<file path="config.mk">
export PLATFORM = sky130hd
export DESIGN_NAME = tpu_mvu_flat
export DESIGN_NICKNAME = d
export VERILOG_FILES = /design/src/rtl/tpu_mvu_if.sv /design/src/rtl/tpu_mvu.sv /design/src/flat_wrapper.sv
export SDC_FILE = /design/constraint.sdc
export NUM_CORES = 1
export LEC_CHECK = 0
export BUFFER_PORTS_ARGS = -buffer_cell sky130_fd_sc_hd__buf_2
export CAP_MARGIN = 5
export CELL_PAD_IN_SITES_DETAIL_PLACEMENT = 1
export CELL_PAD_IN_SITES_GLOBAL_PLACEMENT = 2
export CORE_ASPECT_RATIO = 1.1
export CORE_MARGIN = 3
export CORE_UTILIZATION = 36
export CTS_BUF_LIST = sky130_fd_sc_hd__clkbuf_4 sky130_fd_sc_hd__clkbuf_8
export CTS_CLUSTER_SIZE = 20
export DETAILED_ROUTE_END_ITERATION = 16
export PLACE_DENSITY = 0.74
export RECOVER_POWER = 25
export SYNTH_ARGS = -nofsm -noshare
export SYNTH_HDL_FRONTEND = slang
export SYNTH_SLANG_ARGS = --single-unit
</file>
<file path="constraint.sdc">
create_clock -name clk -period 9.2 [get_ports clk]
set_clock_uncertainty 0.05 [all_clocks]
set_input_delay 0.92 -clock clk [delete_from_list [all_inputs] [get_ports clk]]
set_output_delay 0.92 -clock clk [all_outputs]
set_load 0.05 [all_outputs]
</file>
<file path="src/rtl/tpu_mvu_if.sv">
// Instruction / read-back bus of the matrix-vector unit.
interface tpu_mvu_if;
  logic [15:0] instr;
  logic        instr_valid;
  logic [7:0]  result;
  logic        busy;
  logic        done;
  logic        err;

  modport master (
    output instr, instr_valid,
    input  result, busy, done, err
  );

  modport slave (
    input  instr, instr_valid,
    output result, busy, done, err
  );
endinterface

</file>
<file path="src/rtl/tpu_mvu.sv">
// Small matrix-vector unit: y = W*x (optionally accumulated), one MAC per cycle.
module tpu_mvu #(
  parameter int unsigned N      = 4,
  parameter int unsigned DW     = 8,
  parameter int unsigned SIGNED = 1
) (
  input logic       clk,
  input logic       rst_n,
  tpu_mvu_if.slave  bus
);

  localparam int unsigned AW = 2 * DW + 2;
  localparam int unsigned NB = (AW + 7) / 8;
  localparam int unsigned RW = $clog2(N);

  localparam logic [2:0] OP_LDW  = 3'b001;
  localparam logic [2:0] OP_LDX  = 3'b010;
  localparam logic [2:0] OP_RUN  = 3'b011;
  localparam logic [2:0] OP_READ = 3'b100;
  localparam logic [2:0] OP_CLR  = 3'b101;
  localparam logic [2:0] OP_RELU = 3'b110;

  typedef enum logic [1:0] {IDLE, COMPUTE, FINISH} state_t;

  state_t        state_q, state_d;
  logic [DW-1:0] w_q [N][N];
  logic [DW-1:0] w_d [N][N];
  logic [DW-1:0] x_q [N];
  logic [DW-1:0] x_d [N];
  logic [AW-1:0] y_q [N];
  logic [AW-1:0] y_d [N];
  logic [RW-1:0] row_q, row_d, col_q, col_d;
  logic          acc_q, acc_d;
  logic [7:0]    result_q, result_d;
  logic          err_q, err_d;

  logic          accept_c, last_c;
  logic [2:0]    op_c;
  logic [AW-1:0] prod_c;
  logic          unused_c;

  // Operand extension to accumulator width, sign- or zero-filled.
  function automatic logic [AW-1:0] ext(input logic [DW-1:0] v);
    if (SIGNED != 0) return {{(AW-DW){v[DW-1]}}, v};
    else             return {{(AW-DW){1'b0}}, v};
  endfunction

  assign op_c     = bus.instr[15:13];
  assign accept_c = bus.instr_valid && (state_q != COMPUTE);
  assign last_c   = (row_q == RW'(N - 1)) && (col_q == RW'(N - 1));
  assign prod_c   = ext(w_q[row_q][col_q]) * ext(x_q[col_q]);
  assign unused_c = ^bus.instr;

  assign bus.result = result_q;
  assign bus.err    = err_q;

  // State register.
  always_ff @(posedge clk or negedge rst_n) begin
    if (!rst_n) state_q <= IDLE;
    else        state_q <= state_d;
  end

  // Next-state logic; a RUN accepted in FINISH restarts immediately.
  always_comb begin
    state_d = state_q;
    case (state_q)
      IDLE:    if (accept_c && op_c == OP_RUN) state_d = COMPUTE;
      COMPUTE: if (last_c) state_d = FINISH;
      FINISH:  state_d = (accept_c && op_c == OP_RUN) ? COMPUTE : IDLE;
      default: state_d = IDLE;
    endcase
  end

  // Status outputs decoded from state.
  always_comb begin
    bus.busy = 1'b0;
    bus.done = 1'b0;
    case (state_q)
      COMPUTE: bus.busy = 1'b1;
      FINISH:  bus.done = 1'b1;
      default: ;
    endcase
  end

  // Datapath next-state: MAC sweep while computing, instruction decode otherwise.
  always_comb begin
    w_d      = w_q;
    x_d      = x_q;
    y_d      = y_q;
    row_d    = row_q;
    col_d    = col_q;
    acc_d    = acc_q;
    result_d = result_q;
    err_d    = err_q;
    if (state_q == COMPUTE) begin
      if (bus.instr_valid) err_d = 1'b1;
      if (col_q == '0 && !acc_q) y_d[row_q] = prod_c;
      else                       y_d[row_q] = y_q[row_q] + prod_c;
      if (col_q == RW'(N - 1)) begin
        col_d = '0;
        row_d = last_c ? '0 : row_q + 1'b1;
      end else begin
        col_d = col_q + 1'b1;
      end
    end else if (accept_c) begin
      case (op_c)
        OP_LDW: begin
          for (int unsigned r = 0; r < N; r++)
            for (int unsigned c = 0; c < N; c++)
              if (32'(bus.instr[11:8]) == r * N + c) w_d[r][c] = bus.instr[DW-1:0];
        end
        OP_LDX: begin
          for (int unsigned i = 0; i < N; i++)
            if (32'(bus.instr[9:8]) == i) x_d[i] = bus.instr[DW-1:0];
        end
        OP_RUN: begin
          acc_d = bus.instr[0];
          row_d = '0;
          col_d = '0;
        end
        OP_READ: begin
          result_d = 8'h00;
          for (int unsigned i = 0; i < N; i++)
            for (int unsigned b = 0; b < NB; b++)
              if (32'(bus.instr[9:8]) == i && 32'(bus.instr[1:0]) == b)
                result_d = 8'(y_q[i] >> (8 * b));
        end
        OP_CLR: begin
          for (int unsigned r = 0; r < N; r++) begin
            x_d[r] = '0;
            y_d[r] = '0;
            for (int unsigned c = 0; c < N; c++) w_d[r][c] = '0;
          end
          result_d = 8'h00;
          err_d    = 1'b0;
        end
        OP_RELU: begin
          if (SIGNED != 0)
            for (int unsigned i = 0; i < N; i++)
              if (y_q[i][AW-1]) y_d[i] = '0;
        end
        default: ;
      endcase
    end
  end

  // Datapath registers.
  always_ff @(posedge clk or negedge rst_n) begin
    if (!rst_n) begin
      for (int unsigned r = 0; r < N; r++) begin
        x_q[r] <= '0;
        y_q[r] <= '0;
        for (int unsigned c = 0; c < N; c++) w_q[r][c] <= '0;
      end
      row_q    <= '0;
      col_q    <= '0;
      acc_q    <= 1'b0;
      result_q <= 8'h00;
      err_q    <= 1'b0;
    end else begin
      w_q      <= w_d;
      x_q      <= x_d;
      y_q      <= y_d;
      row_q    <= row_d;
      col_q    <= col_d;
      acc_q    <= acc_d;
      result_q <= result_d;
      err_q    <= err_d;
    end
  end

endmodule

</file>
<file path="src/flat_wrapper.sv">
// flat-port wrapper written by rule: the top's interface ports become plain ports
module tpu_mvu_flat 
#(
  parameter int unsigned N      = 4,
  parameter int unsigned DW     = 8,
  parameter int unsigned SIGNED = 1
)
  (clk, rst_n, bus_instr, bus_instr_valid, bus_result, bus_busy, bus_done, bus_err);
  tpu_mvu_if bus_i ();
  input logic clk;
  input logic rst_n;
  input wire logic [$bits(bus_i.instr)-1:0] bus_instr;
  input wire logic [$bits(bus_i.instr_valid)-1:0] bus_instr_valid;
  output wire logic [$bits(bus_i.result)-1:0] bus_result;
  output wire logic [$bits(bus_i.busy)-1:0] bus_busy;
  output wire logic [$bits(bus_i.done)-1:0] bus_done;
  output wire logic [$bits(bus_i.err)-1:0] bus_err;
  assign bus_i.instr = bus_instr;
  assign bus_i.instr_valid = bus_instr_valid;
  assign bus_result = bus_i.result;
  assign bus_busy = bus_i.busy;
  assign bus_done = bus_i.done;
  assign bus_err = bus_i.err;
  tpu_mvu #(.N(N), .DW(DW), .SIGNED(SIGNED)) u_core (.clk(clk), .rst_n(rst_n), .bus(bus_i));
endmodule
</file>
======== Yosys cells after proc, flatten, opt, wreduce, memory -nomap -nowiden ========
Index checks and enable logic that the tools add are counted.
operators by class
  mux-type cells .......................... 76
  $lt $le $gt $ge ......................... 3
  equal/unequal tests ..................... 59
  reduce and logical (&&, ||, !) cells .... 61
  add/subtract/negate cells ............... 3
  multiply operators ...................... 1
  bitwise logic cells ..................... 3
operators by type and width
  operator              count
  $mux W8               36
  $pmux W128 S2         1
  $mux W72              3
  $bwmux W72            2
  $pmux W72 S2          1
  $reduce_and A4 Y1     20
  $mux W17              4
  $bmux W32 S2          1
  $mux W32              2
  $pmux W32 S2          1
  $mux W18              3
  $ne A2 B1 Y1 const B  24
  $bmux W18 S2          1
  $demux W18 S2         1
  $bmux W8 S2           2
  $eq A4 B4 Y1 const B  8
  $reduce_and A3 Y1     8
  $add A18 B18 Y18      1
  $mux W2               9
  $logic_and A1 B1 Y1   17
  $eq A4 B3 Y1 const B  4
  $mul A8 B8 Y16        1
  $pmux W8 S2           1
  $eq A2 B2 Y1 const B  6
  other kinds (21)      49
storage, ports and cells
  output and inout port bits .............. 11
  input bits .............................. 19
  logic and storage cells ................. 240
  register bits after elaboration ......... 248

======== Logic depth before layout (Yosys ltp) ========
Gate-level depths: netlist of the first run.
  depth after elaboration ................. 15
  depth in mapped cells ................... 28

======== Worst setup path before layout of the first run ========
No wires, ideal clock.
  kind .................................... reg-to-reg
  start point ............................. register u_core.row_q[0]
  end point ............................... register u_core.y_q[35] (netlist name)
  path slack .............................. 2.329 ns
  data required time ...................... 9.018 ns
  path buffers ............................ 3
  library setup time ...................... 0.132 ns
  arrival time ............................ 6.689 ns
  stages on the path, launching flop included .. 27
  cells stage by stage .................... dfrtp_1 > buf_6 > buf_6 > buf_6 > mux4_2 > mux4_2 > and2_1 > fa_1 > inv_1 > fa_1 > inv_1 > fa_1 > inv_1 > fa_1 > inv_1 > ha_1 > a21oi_2 > o211ai_1 > a221oi_1 > xnor2_1 > ha_1 > and3_1 > and2_1 > a32oi_1 > mux2i_1 > xnor2_1 > o22ai_1
between the ends
  cells in the longest elaborated chain, start to end .. 12
RTL lines
  element                                      RTL line                                     text
  start, declared                              tpu_mvu.sv:32                                logic [RW-1:0] row_q, row_d, col_q, col_d;
  start signal, assigned                       tpu_mvu.sv:164                               row_q <= row_d;
  $not A2 Y3 (not written as such) *           tpu_mvu.sv:51, tpu_mvu.sv:97, tpu_mvu.sv:98
  $bmux W32 S2                                 tpu_mvu.sv:51                                assign prod_c = ext(w_q[row_q][col_q]) * ext(x_q[col_q]);
  $mux W32 (not written as such) (2 in a row)  tpu_mvu.sv:51
  $bmux W8 S2                                  tpu_mvu.sv:51
  $mux W8 (not written as such) (2 in a row)   tpu_mvu.sv:51
  $mul A8 B8 Y16                               tpu_mvu.sv:51
  $add A18 B18 Y18                             tpu_mvu.sv:98                                else y_d[row_q] = y_q[row_q] + prod_c;
  $bwmux W72                                   tpu_mvu.sv:98
  $mux W72 *                                   tpu_mvu.sv:97                                if (col_q == '0 && !acc_q) y_d[row_q] = prod_c;
  $mux W72 *                                   tpu_mvu.sv:95                                if (state_q == COMPUTE) begin
  end signal, assigned                         tpu_mvu.sv:163                               y_q <= y_d;
  end, declared                                tpu_mvu.sv:30                                logic [AW-1:0] y_q [N];
Every way passes the cells marked *; elsewhere a longest branch is shown, timed or not. The select of a mux whose other input is x is not followed.
A chain may end at the register's enable or synchronous reset.

======== Final worst setup path of the first run ========
  start point ............................. register u_core.row_q[0]
  end point ............................... register u_core.y_q[16] (netlist name)
Same word-level chain as after synthesis.

==> results of run 1 <==
critical path: cells and delay by family, from the launching register on:
family / cells / cell delay (ns)
AND/OR/NAND/NOR: 2 / 0.30
multiplexers: 2 / 1.23
AO/OA/AOI/OAI: 8 / 1.94
buffers and inverters: 4 / 0.20
adder cells (fa/ha/maj): 6 / 2.68
XOR/XNOR: 2 / 0.44
flip-flops: 1 / 0.88
metal layers:
layer / GRT usage / wire (µm)
met1: 0.228 / 17200
met4: 0.0571 / 1080
met5: 0 / 0
met2: 0.336 / 21600
met3: 0.0322 / 1420
cells in the final DEF (no fill, tap or decap), drive strengths merged, types with 5 or more instances in the layout:
| cell | instances |
|---|---|
| dfrtp | 248 |
| mux2 | 164 |
| nand2 | 120 |
| o21ai | 90 |
| inv | 89 |
| mux4 | 76 |
| clkbuf | 75 |
| fa | 56 |
| and2 | 55 |
| a21oi | 53 |
| ha | 52 |
| nor2 | 34 |
| buf | 34 |
| xnor2 | 23 |
| mux2i | 16 |
| nand2b | 12 |
| nand3 | 12 |
| nor3 | 11 |
| nor2b | 10 |
| a22o | 9 |
| o22ai | 9 |
| a21o | 8 |
| xor2 | 8 |
| o21a | 7 |
| a22oi | 6 |
| a211oi | 5 |
| and3 | 5 |
| bufinv | 5 |
area by class of cell:
class | count | area, µm² | share of cell area
Clock buffer | 72 | 903 | 0.0528
Clock inverter | 11 | 189 | 0.0111
Inverter | 88 | 330 | 0.0193
Multi-Input combinational cell | 889 | 8560 | 0.501
Sequential cell | 248 | 6210 | 0.363
Tap cell | 560 | 701 | 0.0410
Timing Repair Buffer | 37 | 200 | 0.0117
how the worst max path moves through the flow:
stage / start / endpoint / depth (start not counted)
after floorplan: u_core.row_q[0]$_DFFE_PN0P_ / u_core.y_q[35]$_DFFE_PN0P_ / 26
after global placement: u_core.row_q[0]$_DFFE_PN0P_ / u_core.y_q[16]$_DFFE_PN0P_ / 24
after detailed placement: u_core.row_q[0]$_DFFE_PN0P_ / u_core.y_q[16]$_DFFE_PN0P_ / 24
after CTS: u_core.row_q[0]$_DFFE_PN0P_ / u_core.y_q[16]$_DFFE_PN0P_ / 24
after global routing: u_core.col_q[0]$_DFFE_PN0P_ / u_core.y_q[52]$_DFFE_PN0P_ / 24
final: u_core.row_q[0]$_DFFE_PN0P_ / u_core.y_q[16]$_DFFE_PN0P_ / 24
metrics by stage:
step           hold slack [ns]  setup slack [ns]  utilization
2_1_floorplan            0.408              2.33            -
3_3_place_gp             0.408              1.24        0.384
3_5_place_dp             0.419              1.21        0.384
4_1_cts                  0.316              1.18        0.411
5_1_grt                  0.465             0.723        0.410
6_report                 0.427              1.29        0.410
sequential cells by signal (all words and copies together), names as in the netlist:
| name | flops |
|---|---|
| u_core.y_q | 72 |
| u_core.x_q | 32 |
| u_core.acc_q | 1 |
| u_core.state_q | 2 |
| u_core.col_q | 2 |
| u_core.w_q | 128 |
| u_core.bus.err | 1 |
| u_core.bus.result | 8 |
| u_core.row_q | 2 |
cells by family after synthesis:
logic type,count (synthesis),share of synthesized area
simple gates,273,0.0867
flops,248,0.404
buf+inv,150,0.0395
xor+xnor,31,0.0177
fa+ha+maj,108,0.115
mux,256,0.243
compound gates,221,0.0941
==> impl_metrics.ini, run 1 <==
[setup_path]
timing.reg2reg.worst_path_depth = 24
regToRegSetupSlack_ns = 1.29
critical_path.reg2reg.startpoint = u_core.row_q[0]$_DFFE_PN0P_
critical_path_required_ns = 9.62
path_cells = mux4_2 -> mux4_2 -> and2_1 -> fa_1 -> inv_1 -> fa_1 -> inv_1 -> fa_1 -> inv_1 -> fa_1 -> inv_1 -> ha_1 -> o21ai_0 -> o21a_1 -> o21ai_0 -> xor2_1 -> ha_1 -> a21o_1 -> a21oi_1 -> nor2b_1 -> a311o_1 -> xor2_1 -> a21oi_1 -> o21ai_0
timing.critical_path.slowest_cell_delay_ns = 0.88
critPathMaxFanout = 33
critPathArrivalTime_ns = 8.33
cp-end-kind = flip-flop
reg2reg_to = u_core.y_q[16]$_DFFE_PN0P_
start_kind = flip-flop
path_class = reg -> reg
crit_path_top_delay_cell = dfrtp_4

[hold_path]
worstHoldPathCells = 2
timing.hold.worst_endpoint = u_core.bus.result[4]$_DFFE_PN0P_
hold_start = u_core.bus.result[4]$_DFFE_PN0P_
class_of_the_tightest_hold_or_removal_check = reg -> reg

[sta]
slew_headroom = -3.26
setup_viol_count_final = 0
hold_viol_final = 0
final.setup.tns_ns = 0
fmax_mhz = 126
period_share = 0.860
timing.final.max_slew_violations = 206
worstMarginPinSlew_ns = 6.39
layout_min_cycle_time_ns = 7.91
rsz0062_at_grt = no

[clock_network]
tritoncts.num_buffers = 46
insertion_delay_to_the_later_sink_of_the_worst_skew_pair_ns = 0.61
clkSlewWorstSetupHoldPaths_ns = 0.06
cts-htree-levels = 2
cts_tree = done
cts_max_path_buffers = 3
clk_root_buffer_cell = clkbuf_8
post_cts.repair.setup_buffers = 0
cts.sink_count = 248
postCtsResizedCells = 0
cts-hold-fix-buffers = 0

[placed_design]
gpl.final_weighted_congestion = 0.790
io_buffer_count = 28
placedCellCount = 1822
placed_area_um2 = 16000
place_hpwl_mm = 29.1

[run_status]
outcome = finished with violations
violations = max-capacitance violations, max-slew violations

[finish]
post_route_insts_no_fill = 1905
syn2layout_area_growth_pct = 11.2
layout-drive-gt1-share = 0.291
post-route-cell-area_um2 = 17100
n_antenna_cell = 0
finish.net_count = 1437
final.fill_count = 4455

[route]
postRouteWirelength_mm = 41.3
route.detailed.vias_per_inst = 5.39
drt_iter0_drc = 410
route.detailed.drc = 0
drt_pre_antenna_iters = 5
wl_per_cell_um = 21.7
final_antenna_net_count = 0
vias = 10259

[yosys]
syn_avg_cell_area_um2 = 11.9
synth.yosys.seq_area_share = 0.404
syn_inst = 1287
synthesis.nets = 1414
synth_largest_type_area_fraction = 0.404
synthMostInstantiatedCell = dfrtp_1
async_flop_share = 1.00
synth_top_area_cell = dfrtp_1
synth.distinct_cells = 67
edff_count_synth = 0
synth-seq-cells = 248
synth_warnings = 0
yosys-top-cells-count = dfrtp_1 (248), mux2_2 (164), nand2_1 (120), inv_1 (87), o21ai_0 (84)
syn-cell-area_um2 = 15400
synth_area_leaders = dfrtp_1 (40%), mux2_2 (12%), mux4_2 (11%)
ys.flop_type = dfrtp_1

[floorplan]
die_area_um2 = 45200
die-height_um = 223
i_o_pin_count = 30
die_width_um = 203
floorplan.rows = 78
initial_utilization = 0.369
coreArea_um2 = 41700

[grt]
grt_pass1_vias = 11338
grt_first_pass_wirelength_mm = 66.1
grt_max_degree = 113
gr-total-overflow = 0
antenna_violations_before_repair = 1
grt.total_usage = 0.187

[flow_run]
drv.max_cap_violation_count = 3
Power of run 1 is not shown: default switching activity piles up to over one toggle a cycle in this logic, so the estimate is an artifact.
==> run 2: changes to the inputs <==
- CORE_UTILIZATION: 36 -> 46
- PLACE_DENSITY: 0.74 -> 0.9
==> run 2 against run 1 <==
  * The flow still finishes with violations (max-capacitance violations, max-slew violations)
  * Sequential share of layout area rose by 0.72 points
  * Highest routed layer unchanged
  * Final area fell by 1.9%
  * Critical endpoint is now u_core.y_q[17]$_DFFE_PN0P_
  * Fmax is 1.6% lower
  * Sequential cell count stayed put
  * Count of clock-buffer cells in the layout did not move
  * Worst setup slack lost 0.13 ns
  * Cell count shrank 7.3%
  * First-iteration DRC count is 37% higher
==> impl_metrics.ini, run 2 (synthesized netlist as in run 1, its figures left out) <==
[run_status]
outcome = finished with violations
violations = max-capacitance violations, max-slew violations

[grt]
grt_pass1_vias = 11896
gr-total-overflow = 0
use_met2 = 0.433
grt_busiest_layer = met2
grt.total_usage = 0.233
met1_usage = 0.280
antenna_violations_before_repair = 1
grt_max_degree = 110
grt_first_pass_wirelength_mm = 66.1
grt.met3_usage = 0.0303

[setup_path]
cp.buffers_inverters = 2
crit_path_top_delay_cell = dfrtp_4
path_class = reg -> reg
critPathArrivalTime_ns = 8.42
critPathMaxFanout = 33
critical_path_required_ns = 9.59
path_cells = mux4_2 -> mux4_2 -> and2_1 -> fa_1 -> inv_1 -> fa_1 -> inv_1 -> fa_1 -> fa_1 -> ha_1 -> a21o_1 -> a2111oi_0 -> o21ai_1 -> and3_1 -> nor2_1 -> ha_1 -> and2_1 -> a32oi_1 -> mux2i_1 -> xnor2_1 -> o22ai_1
crit_family = adder cells
path_common_cell = fa_1
cp-end-kind = flip-flop
start_kind = flip-flop
timing.critical_path.slowest_cell_delay_ns = 0.87

[floorplan]
coreArea_um2 = 32600
i_o_pin_count = 30
initial_utilization = 0.471
die-height_um = 198
floorplan.rows = 69
die_width_um = 180
die_area_um2 = 35700

[clock_network]
cts_tree = done
tritoncts.num_buffers = 43
cts_max_path_buffers = 3
clkSlewWorstSetupHoldPaths_ns = 0.07
cts-htree-levels = 2
post_cts.repair.setup_buffers = 0
postCtsResizedCells = 0
clk_root_buffer_cell = clkbuf_8
cts.sink_count = 248
cts-hold-fix-buffers = 0
insertion_delay_to_the_later_sink_of_the_worst_skew_pair_ns = 0.60

[finish]
finish.net_count = 1434
layout_common_cells = dfrtp_1 (246), mux2_2 (164), nand2_1 (120)
post_route_insts_no_fill = 1765
n_antenna_cell = 0
most_common_library_cell_in_the_layout_ignoring_fill_and_taps = dfrtp_1
largest_register_ffs = 128
syn2layout_area_growth_pct = 9.02
layout-drive-gt1-share = 0.288
largest_registers = u_core.w_q (128), u_core.y_q (72), u_core.x_q (32)
register_ranked_first_by_flip_flop_count = u_core.w_q
final.fill_count = 3372

[route]
drt_iter0_drc = 560
final_antenna_net_count = 0
postRouteWirelength_mm = 40.9
wl_per_cell_um = 23.2
route.detailed.vias_per_inst = 5.94
vias = 10491
route.detailed.drc = 0
drt_pre_antenna_iters = 5

[sta]
setup_viol_count_final = 0
slew_headroom = -3.01
fmax_mhz = 124
period_share = 0.873
hold_viol_final = 0
worstMarginPinSlew_ns = 6.02
final.setup.tns_ns = 0
timing.final.max_slew_violations = 139
rsz0062_at_grt = no
layout_min_cycle_time_ns = 8.03

[placed_design]
placedCellCount = 1688
place_hpwl_mm = 29.1
gpl.final_weighted_congestion = 0.824
io_buffer_count = 28

[hold_path]
class_of_the_tightest_hold_or_removal_check = reg -> reg

[flow_run]
drv.max_cap_violation_count = 2
-- run 2: final timing paths --
path | from | endpoint | slack, ns | cells past startpoint
hold reg to reg | u_core.bus.result[5]$_DFFE_PN0P_ | u_core.bus.result[5]$_DFFE_PN0P_ | 0.43 | 2
setup / recovery | u_core.row_q[0]$_DFFE_PN0P_ | u_core.y_q[17]$_DFFE_PN0P_ | 1.17 | 21
hold / removal | u_core.bus.result[5]$_DFFE_PN0P_ | u_core.bus.result[5]$_DFFE_PN0P_ | 0.43 | 2
setup reg to reg | u_core.row_q[0]$_DFFE_PN0P_ | u_core.y_q[17]$_DFFE_PN0P_ | 1.17 | 21
max in group asynchronous | rst_n | u_core.row_q[0]$_DFFE_PN0P_ | 2.38 | 1
min in group asynchronous | rst_n | u_core.y_q[23]$_DFFE_PN0P_ | 2.45 | 1
-- run 2: cell type report --
| class | count | area [µm²] | share of cell area |
|---|---|---|---|
| Clock buffer | 72 | 860 | 0.0513 |
| Sequential cell | 248 | 6210 | 0.370 |
| Timing Repair Buffer | 37 | 200 | 0.0119 |
| Tap cell | 426 | 533 | 0.0318 |
| Clock inverter | 5 | 67.6 | 0.00403 |
| Multi-Input combinational cell | 889 | 8560 | 0.511 |
| Inverter | 88 | 330 | 0.0197 |
-- run 2: worst register-to-register path, delay by kind of cell, from the launching register on --
kind	cells	cell delay, ns
AO/OA/AOI/OAI	5	1.41
XOR/XNOR	1	0.38
adder cells (fa/ha/maj)	6	2.68
buffers and inverters	2	0.11
flip-flops	1	0.87
multiplexers	3	1.40
AND/OR/NAND/NOR	4	1.01
-- run 2: stage by stage --
stage / worst slack [ns] / util / area, µm² / hold slack, ns
global route: 0.789 / 0.514 / 16800 / 0.454
detailed placement: 1.17 / 0.486 / 15900 / 0.420
floorplan: 2.33 / - / 15400 / 0.408
global placement: 1.29 / 0.486 / 15900 / 0.406
finish: 1.17 / 0.514 / 16800 / 0.429
CTS: 1.16 / 0.514 / 16800 / 0.345
-- run 2: per-layer routing --
metal  up-vias  wire length (µm)
met2       211             21800
li1       4629                 -
met1      5578             16500
met3        73              1290
met4         0              1230
met5         -                 0
Power of run 2 is left out for the same reason.
